`config.mk`:
```
export PLATFORM = sky130hd
export DESIGN_NAME = irq_arbiter
export DESIGN_NICKNAME = d
export VERILOG_FILES = /design/src/rtl/irq_arbiter.sv
export SDC_FILE = /design/constraint.sdc
export NUM_CORES = 1
export LEC_CHECK = 0
export CAP_MARGIN = 25
export CORE_ASPECT_RATIO = 1.5
export CORE_MARGIN = 4
export CORE_UTILIZATION = 40
export DETAILED_ROUTE_END_ITERATION = 10
export GPL_TIMING_DRIVEN = 0
export HOLD_SLACK_MARGIN = 0.08
export PLACE_DENSITY = 0.82
export SLEW_MARGIN = 30
export SYNTH_ARGS = -nofsm -noshare
export SYNTH_HDL_FRONTEND = slang
export SYNTH_SLANG_ARGS = --single-unit
```
`constraint.sdc`:
```
create_clock -name clk -period 4.1 [get_ports clk]
set_clock_uncertainty 0.15 [all_clocks]
set_input_delay 1.23 -clock clk [delete_from_list [all_inputs] [get_ports clk]]
set_output_delay 1.23 -clock clk [all_outputs]
set_load 0.01 [all_outputs]
```
`src/rtl/irq_arbiter.sv`:
```
// irq_arbiter: memory-mapped fixed-priority interrupt controller driving one-hot CP0 HWInt.
module irq_arbiter #(
    parameter int          NSRC      = 6,
    parameter logic [31:0] BASE_ADDR = 32'h0000_7F20
) (
    input  logic            clk,
    input  logic            reset,
    input  logic [NSRC-1:0] src,
    input  logic [31:0]     addr,
    input  logic            we,
    input  logic [31:0]     wdata,
    output logic [31:0]     rdata,
    output logic [NSRC-1:0] hwint
);
    typedef enum logic [1:0] {IDLE, REQ, GAP} state_t;
    state_t state, state_d;
    logic [NSRC-1:0] mask, mode, pend_lat, prev, eff_pend, cand, w1c, ack_clr, hwint_d;
    logic [7:0] cand8;
    logic [2:0] cur_id, win_id, id_d;
    logic hit, wr, ack, unused_bits;
    assign hit         = addr[31:4] == BASE_ADDR[31:4];
    assign wr          = we && hit;
    assign eff_pend    = (mode & pend_lat) | (~mode & src);
    assign cand        = eff_pend & mask;
    assign cand8       = 8'(cand);
    assign ack         = wr && addr[3:2] == 2'd3 && state == REQ && wdata[2:0] == cur_id;
    assign w1c         = (wr && addr[3:2] == 2'd2) ? wdata[NSRC-1:0] & mode : '0;
    assign ack_clr     = ack ? mode & (NSRC'(1) << cur_id) : '0;
    assign unused_bits = ^{addr[1:0], wdata};
    assign rdata = !hit              ? '0 :
                   addr[3:2] == 2'd0 ? 32'(mask) :
                   addr[3:2] == 2'd1 ? 32'(mode) :
                   addr[3:2] == 2'd2 ? 32'(eff_pend) :
                                       {state == REQ, 28'b0, cur_id};
    always_comb begin
        win_id = '0;
        for (int i = NSRC - 1; i >= 0; i--)
            if (cand[i]) win_id = 3'(i);
    end
    // A new edge in the same cycle as a clear wins, so the OR of set comes last.
    always_ff @(posedge clk) begin
        if (reset) begin
            mask     <= '0;
            mode     <= '0;
            pend_lat <= '0;
            prev     <= '0;
        end else begin
            if (wr && addr[3:2] == 2'd0) mask <= wdata[NSRC-1:0];
            if (wr && addr[3:2] == 2'd1) mode <= wdata[NSRC-1:0];
            pend_lat <= (pend_lat & ~(w1c | ack_clr)) | (mode & src & ~prev);
            prev     <= src;
        end
    end
    always_ff @(posedge clk) begin
        if (reset) begin
            state  <= IDLE;
            cur_id <= '0;
            hwint  <= '0;
        end else begin
            state  <= state_d;
            cur_id <= id_d;
            hwint  <= hwint_d;
        end
    end
    always_comb begin
        state_d = state == IDLE ? (|cand ? REQ : IDLE) :
                  state == REQ  ? ((ack || !cand8[cur_id]) ? GAP : REQ) :
                                  IDLE;
    end
    always_comb begin
        id_d    = (state == IDLE && |cand) ? win_id : cur_id;
        hwint_d = state_d == REQ ? NSRC'(1) << id_d : '0;
    end
endmodule

```
==> impl_metrics.toml, run 1 <==
[critical_path]
reg2reg_slack_ps = 1660
reg2reg_depth = 6
worst_ep_required_time_ps = 2720
arrival_ps = 2720
r2r_end = "hwint[0]$_SDFF_PP0_"
cp_max_fo = 5
crit-reg2reg-launch = "mode[1]$_SDFFE_PP0P_"
worstSetupPathType = "input pin to output port"
end_kind = "output port"
start_kind = "input pin"

[synth]
ys.flop_type = "dfxtp_1"
yosys_warnings = 0
synthesis.area_sq_mm = 0.00212
synth_cells = 239
yosys.cell_count.top_type = "dfxtp_1"
ys_types = 53
ys_ff_latch = 35
async_reset_ff_frac = 0
synth_top_cell_by_area = "dfxtp_1"
synth_edf_count = 0
ys_seq_area_frac = 0.330
yosys-top-cells-count = "35 x dfxtp_1, 26 x buf_4, 24 x nor2_1, 14 x mux2i_1, 14 x nor2b_1"
netlist_top_cells_area = "dfxtp_1 33%, buf_4 9.2%, mux2i_1 6.6%"
synth_top_area_share = 0.330
syn_avg_cell_area_sq_um = 8.89

[power]
powerDensity_mw_per_mm2 = 241
switching_share = 0.225
clkPwrFrac = 0.372
power.net_switching_mw = 0.163
seqPwrFrac = 0.475
p_leak_nw = 1.32
intPower_mw = 0.562
finalPower_mw = 0.725
comb_power_share = 0.153
ir_drop_uv = 162

[floorplanning]
rows = 32
fp.coreArea_sq_mm = 0.00516
ios = 111
die-area_sq_mm = 0.00657
die_w_microns = 67.5
initial_core_util = 0.411
die_h_microns = 97.3

[placement]
placed_cells = 388
port_buffers = 57
place_hpwl_microns = 4370
gp_congestion = 0.995

[outcome]
status = "finished, violations left"
violations = "negative setup slack"

[detailed_routing]
first_iter_violations = 84
routedWlPerCell_microns = 14.2
dr.pass1.iters = 4
avgViaCountPerCell = 5.11
vias = 2042
wl_microns = 5690
post-route-drc-count = 0
ant_nets = 0

[final_layout]
finalNonFillerCells = 400
fin_util = 0.581
final_nets = 404
synthToLayoutAreaGrowth_pct = 41.3
drive_gt1_frac = 0.247
diodes = 0

[hold_path]
hp-start = "mode[3]$_SDFFE_PP0P_"
hold_depth = 1
hold_end = "pend_lat[3]$_SDFF_PP0_"
worst_hold_path_type = "flip-flop to flip-flop"

[sta]
finalSetupViolCount = 1
finalMaxSlewViolations = 0
rsz0062_at_grt = "true"
fin_crit_ps = 4100
tns_ps = -1.28
finalHoldViolCount = 0
fmax_mhz = 244
layout_setup_ws_ps = -1.28
timing.final.crit_share = 1.00

[run]
cap_viol_max_count = 0

[cts]
clk_path_buf_depth = 2
htree_levels = 2
cts_tree = "yes"
numCtsBuffers = 5
path_clk_slew_ps = 60
cts-root-buf = "clkbuf_8"
cts_sinks = 35
insertion_delay_ps = 290

[global_routing]
grt_max_degree = 11
grt-ovfl-total = 0
grt_usage = 0.174
grt_pass1_wl_microns = 8870
grt_pass1_vias = 1943
antenna_found_initial = 0
[placed cells by master, fill, tap and decap left out, types with 4 or more instances in the layout]
cell	instances
clkdlybuf4s50_1	38
dfxtp_1	35
buf_4	31
conb_1	25
nor2_1	23
mux2i_1	14
nor2b_1	13
nand2_1	13
inv_1	9
buf_2	9
buf_6	8
a31oi_1	7
clkbuf_8	7
nand3_1	6
a22o_1	6
a21oi_1	5
and3_2	4
a311oi_1	4
dlygate4sd2_1	4
[state kept, by name, summed over array words and instances, names as in the netlist]
register	cells
state	2
prev	6
mode	6
cur_id	3
mask	6
pend_lat	6
hwint	6
[repair_timing]
item	in CTS	in global routing
pin swaps	6	3
resized for setup	68	8
buffers inserted	4	0
hold buffers	0	0
setup endpoints to repair	7	7
[cell families after synthesis]
group                  after synthesis  share of synthesized area
AND/OR/NAND/NOR                     93                      0.255
AO/OA/AOI/OAI                       41                      0.143
other                                1                    0.00177
XOR/XNOR                             3                     0.0124
buffers and inverters               44                      0.134
flip-flops                          35                      0.330
multiplexers                        22                      0.124
[routing by layer]
metal  vias to the layer above  wire [microns]  track usage
met1                       927            2090        0.181
met3                        13             666       0.0475
met2                       109            2790        0.307
met5                         -               0            0
li1                        993               -            -
met4                         0             133       0.0797
[worst max-delay path, stage by stage]
cell and delay [ps]:
buf_6 90, or4b_4 540, nor4_4 300, buf_4 150
and2_4 170, and2_1 120, buf_2 120
[power groups by stage]
| stage | clock, mW | sequential [mW] | combinational (mW) |
|---|---|---|---|
| finish | 0.270 | 0.344 | 0.111 |
| global route | 0.290 | 0.344 | 0.119 |
| CTS | 0.277 | 0.344 | 0.109 |
| detailed placement | 0 | 0.352 | 0.110 |
| global placement | 0 | 0.351 | 0.108 |
| floorplan | 0 | 0.351 | 0.0538 |
[area by class of cell]
cell class	instances	area, sq um
well taps	68	85.1
repair buffers	61	562
plain buffers	34	258
flip-flops and latches	35	701
clock buffers	8	100
multi-input cells	184	1260
inverters	10	37.5
fillers	479	2160
[how the worst max path moves through the flow]
stage,startpoint,cells after the start,slack [ps],to
after floorplan,addr[19],5,170,rdata[31]
after global placement,addr[18],7,-840,rdata[31]
after detailed placement,addr[3],5,-860,rdata[0]
after CTS,addr[30],7,-5,rdata[4]
after global routing,addr[21],7,-60,rdata[3]
final,addr[21],7,-1,rdata[3]
[through the flow]
| step | setup slack [ps] | hold slack, ps | area [sq um] |
|---|---|---|---|
| after floorplan | 168 | 325 | 2210 |
| after global placement | -843 | 350 | 2870 |
| after detailed placement | -857 | 351 | 2870 |
| after CTS | -5.16 | 362 | 3000 |
| after global routing | -58.4 | 405 | 3000 |
| final | -1.28 | 364 | 3000 |
(Power assumes the default switching activity.)
==> run 2: changes to the inputs <==
--- a/config.mk
+++ b/config.mk
@@ -12,7 +12,9 @@
 export DETAILED_ROUTE_END_ITERATION = 10
 export GPL_TIMING_DRIVEN = 0
 export HOLD_SLACK_MARGIN = 0.08
+export MAX_ROUTING_LAYER = met4
 export PLACE_DENSITY = 0.82
+export REMOVE_ABC_BUFFERS = 1
 export SLEW_MARGIN = 30
 export SYNTH_ARGS = -nofsm -noshare
 export SYNTH_HDL_FRONTEND = slang
==> run 2 against run 1 <==
  * The run still ends with negative setup slack left
  * Clock power barely moved
  * Global-route usage fell by 1.1 points
  * Critical path depth rose by 2
  * Register-to-register slack got worse by 90 ps
  * Non-clock buffer count fell by 33
  * Worst setup slack got worse by 71 ps
  * Via count fell by 6.0%
  * Cell count fell by 8.3%
  * Die area did not move
  * Highest routed layer unchanged
==> impl_metrics.toml, run 2 (synthesized netlist as in run 1, its figures left out) <==
[detailed_routing]
wl_microns = 5210
first_iter_violations = 96
vias = 1920
avgViaCountPerCell = 5.23
ant_nets = 0
post-route-drc-count = 0
routedWlPerCell_microns = 14.2
dr.pass1.iters = 4

[floorplanning]
die-area_sq_mm = 0.00657
rows = 32
die_w_microns = 67.5
ios = 111
fp.coreArea_sq_mm = 0.00516
initial_core_util = 0.411
die_h_microns = 97.3

[final_layout]
final_common_cell = "clkdlybuf4s50_1"
synthToLayoutAreaGrowth_pct = 27.8
drive_gt1_frac = 0.167
final_nets = 371
diodes = 0
final_cell_mix = "36 x clkdlybuf4s50_1, 35 x dfxtp_1, 25 x conb_1"

[hold_path]
hold_depth = 1
hold_end = "pend_lat[3]$_SDFF_PP0_"
hp-start = "mode[3]$_SDFFE_PP0P_"
worst_hold_path_type = "flip-flop to flip-flop"

[global_routing]
grt_max_degree = 30
antenna_found_initial = 0
grt_pass1_vias = 1836
grt-ovfl-total = 0
grt_pass1_wl_microns = 8200
grt_usage = 0.163

[cts]
cts_tree = "yes"
clk_path_buf_depth = 2
ctsHoldBuffers = 0
cts_sinks = 35
insertion_delay_ps = 290
cts-root-buf = "clkbuf_8"
path_clk_slew_ps = 60
numCtsBuffers = 5
htree_levels = 2

[critical_path]
reg2reg_depth = 6
worst_ep_required_time_ps = 2720
worstSetupPathType = "input pin to output port"
path_cells = "dlygate4sd2_1 > or4b_4 > nor4_4 > buf_4 > and2_4 > buf_6 > inv_2 > nor2_1 > buf_2"
start_kind = "input pin"
cp_slowest_cell = "or4b_4"
crit-reg2reg-launch = "mode[1]$_SDFFE_PP0P_"
r2r_end = "hwint[0]$_SDFF_PP0_"
end_kind = "output port"
slowest_delay_ps = 470
cp_max_fo = 4
arrival_ps = 2790
reg2reg_slack_ps = 1570

[sta]
finalSetupViolCount = 1
fin_hold_ws_ps = 373
timing.final.crit_share = 1.02
fmax_mhz = 240
tns_ps = -72.7
tightest_slew_ps = 542
layout_setup_ws_ps = -72.7
finalHoldViolCount = 0
slew_headroom = 0.638
fin_crit_ps = 4170
rsz0062_at_grt = "true"
finalMaxSlewViolations = 0

[outcome]
violations = "negative setup slack"
status = "finished, violations left"

[placement]
port_buffers = 57
place_hpwl_microns = 3920
gp_congestion = 0.942

[power]
ir_drop_uv = 217
p_leak_nw = 1.14
powerDensity_mw_per_mm2 = 258

[run]
cap_viol_max_count = 0
-- run 2: what timing repair did --
action | CTS | global route
buffers inserted | 4 | 1
pin swaps | 6 | 0
endpoints found under the setup margin | 7 | 7
gates resized for setup | 61 | 3
gates cloned | 0 | 0
-- run 2: power breakdown --
part | switching, mW | internal (mW) | total, mW | leakage [nW]
Clock | 0.119 | 0.153 | 0.272 | 0.0515
Combinational | 0.0398 | 0.0448 | 0.0846 | 0.800
Sequential | 0.000746 | 0.343 | 0.344 | 0.283
-- run 2: critical path: cells and delay by family --
kind	cells	cell delay, ps
buffers and inverters	5	580
AND/OR/NAND/NOR	4	980
-- run 2: worst max path at each step --
| stage | from | end | slack [ps] | depth (start not counted) |
|---|---|---|---|---|
| after floorplan | addr[19] | rdata[31] | 170 | 5 |
| after global placement | addr[19] | rdata[31] | -860 | 7 |
| after detailed placement | addr[19] | rdata[31] | -870 | 7 |
| after CTS | addr[30] | rdata[31] | -80 | 9 |
| after global routing | addr[30] | rdata[31] | -150 | 9 |
| final | addr[9] | rdata[31] | -70 | 9 |
-- run 2: area by class of cell --
type / instances / area [sq um]
Tap cell: 68 / 85.1
Inverter: 10 / 37.5
Sequential cell: 35 / 701
Fill cell: 496 / 2450
Multi-Input combinational cell: 184 / 1250
Clock buffer: 8 / 100
Timing Repair Buffer: 62 / 543
-- run 2: stage by stage --
step	area [sq um]	std cells	utilization	worst slack, ps	power, mW
after floorplan	1970	229	-	168	0.380
after global placement	2620	354	0.508	-864	0.437
after detailed placement	2620	354	0.507	-869	0.439
after CTS	2720	366	0.527	-83.7	0.708
after global routing	2720	367	0.526	-150	0.731
final	2720	367	0.526	-72.7	0.701
-- run 2: metal layers --
layer	vias to the layer above	part of all wire	track usage
li1	925	-	-
met1	886	0.37	0.176
met2	98	0.49	0.266
met3	11	0.12	0.0463
met4	0	0.025	0.0766
met5	-	0	-
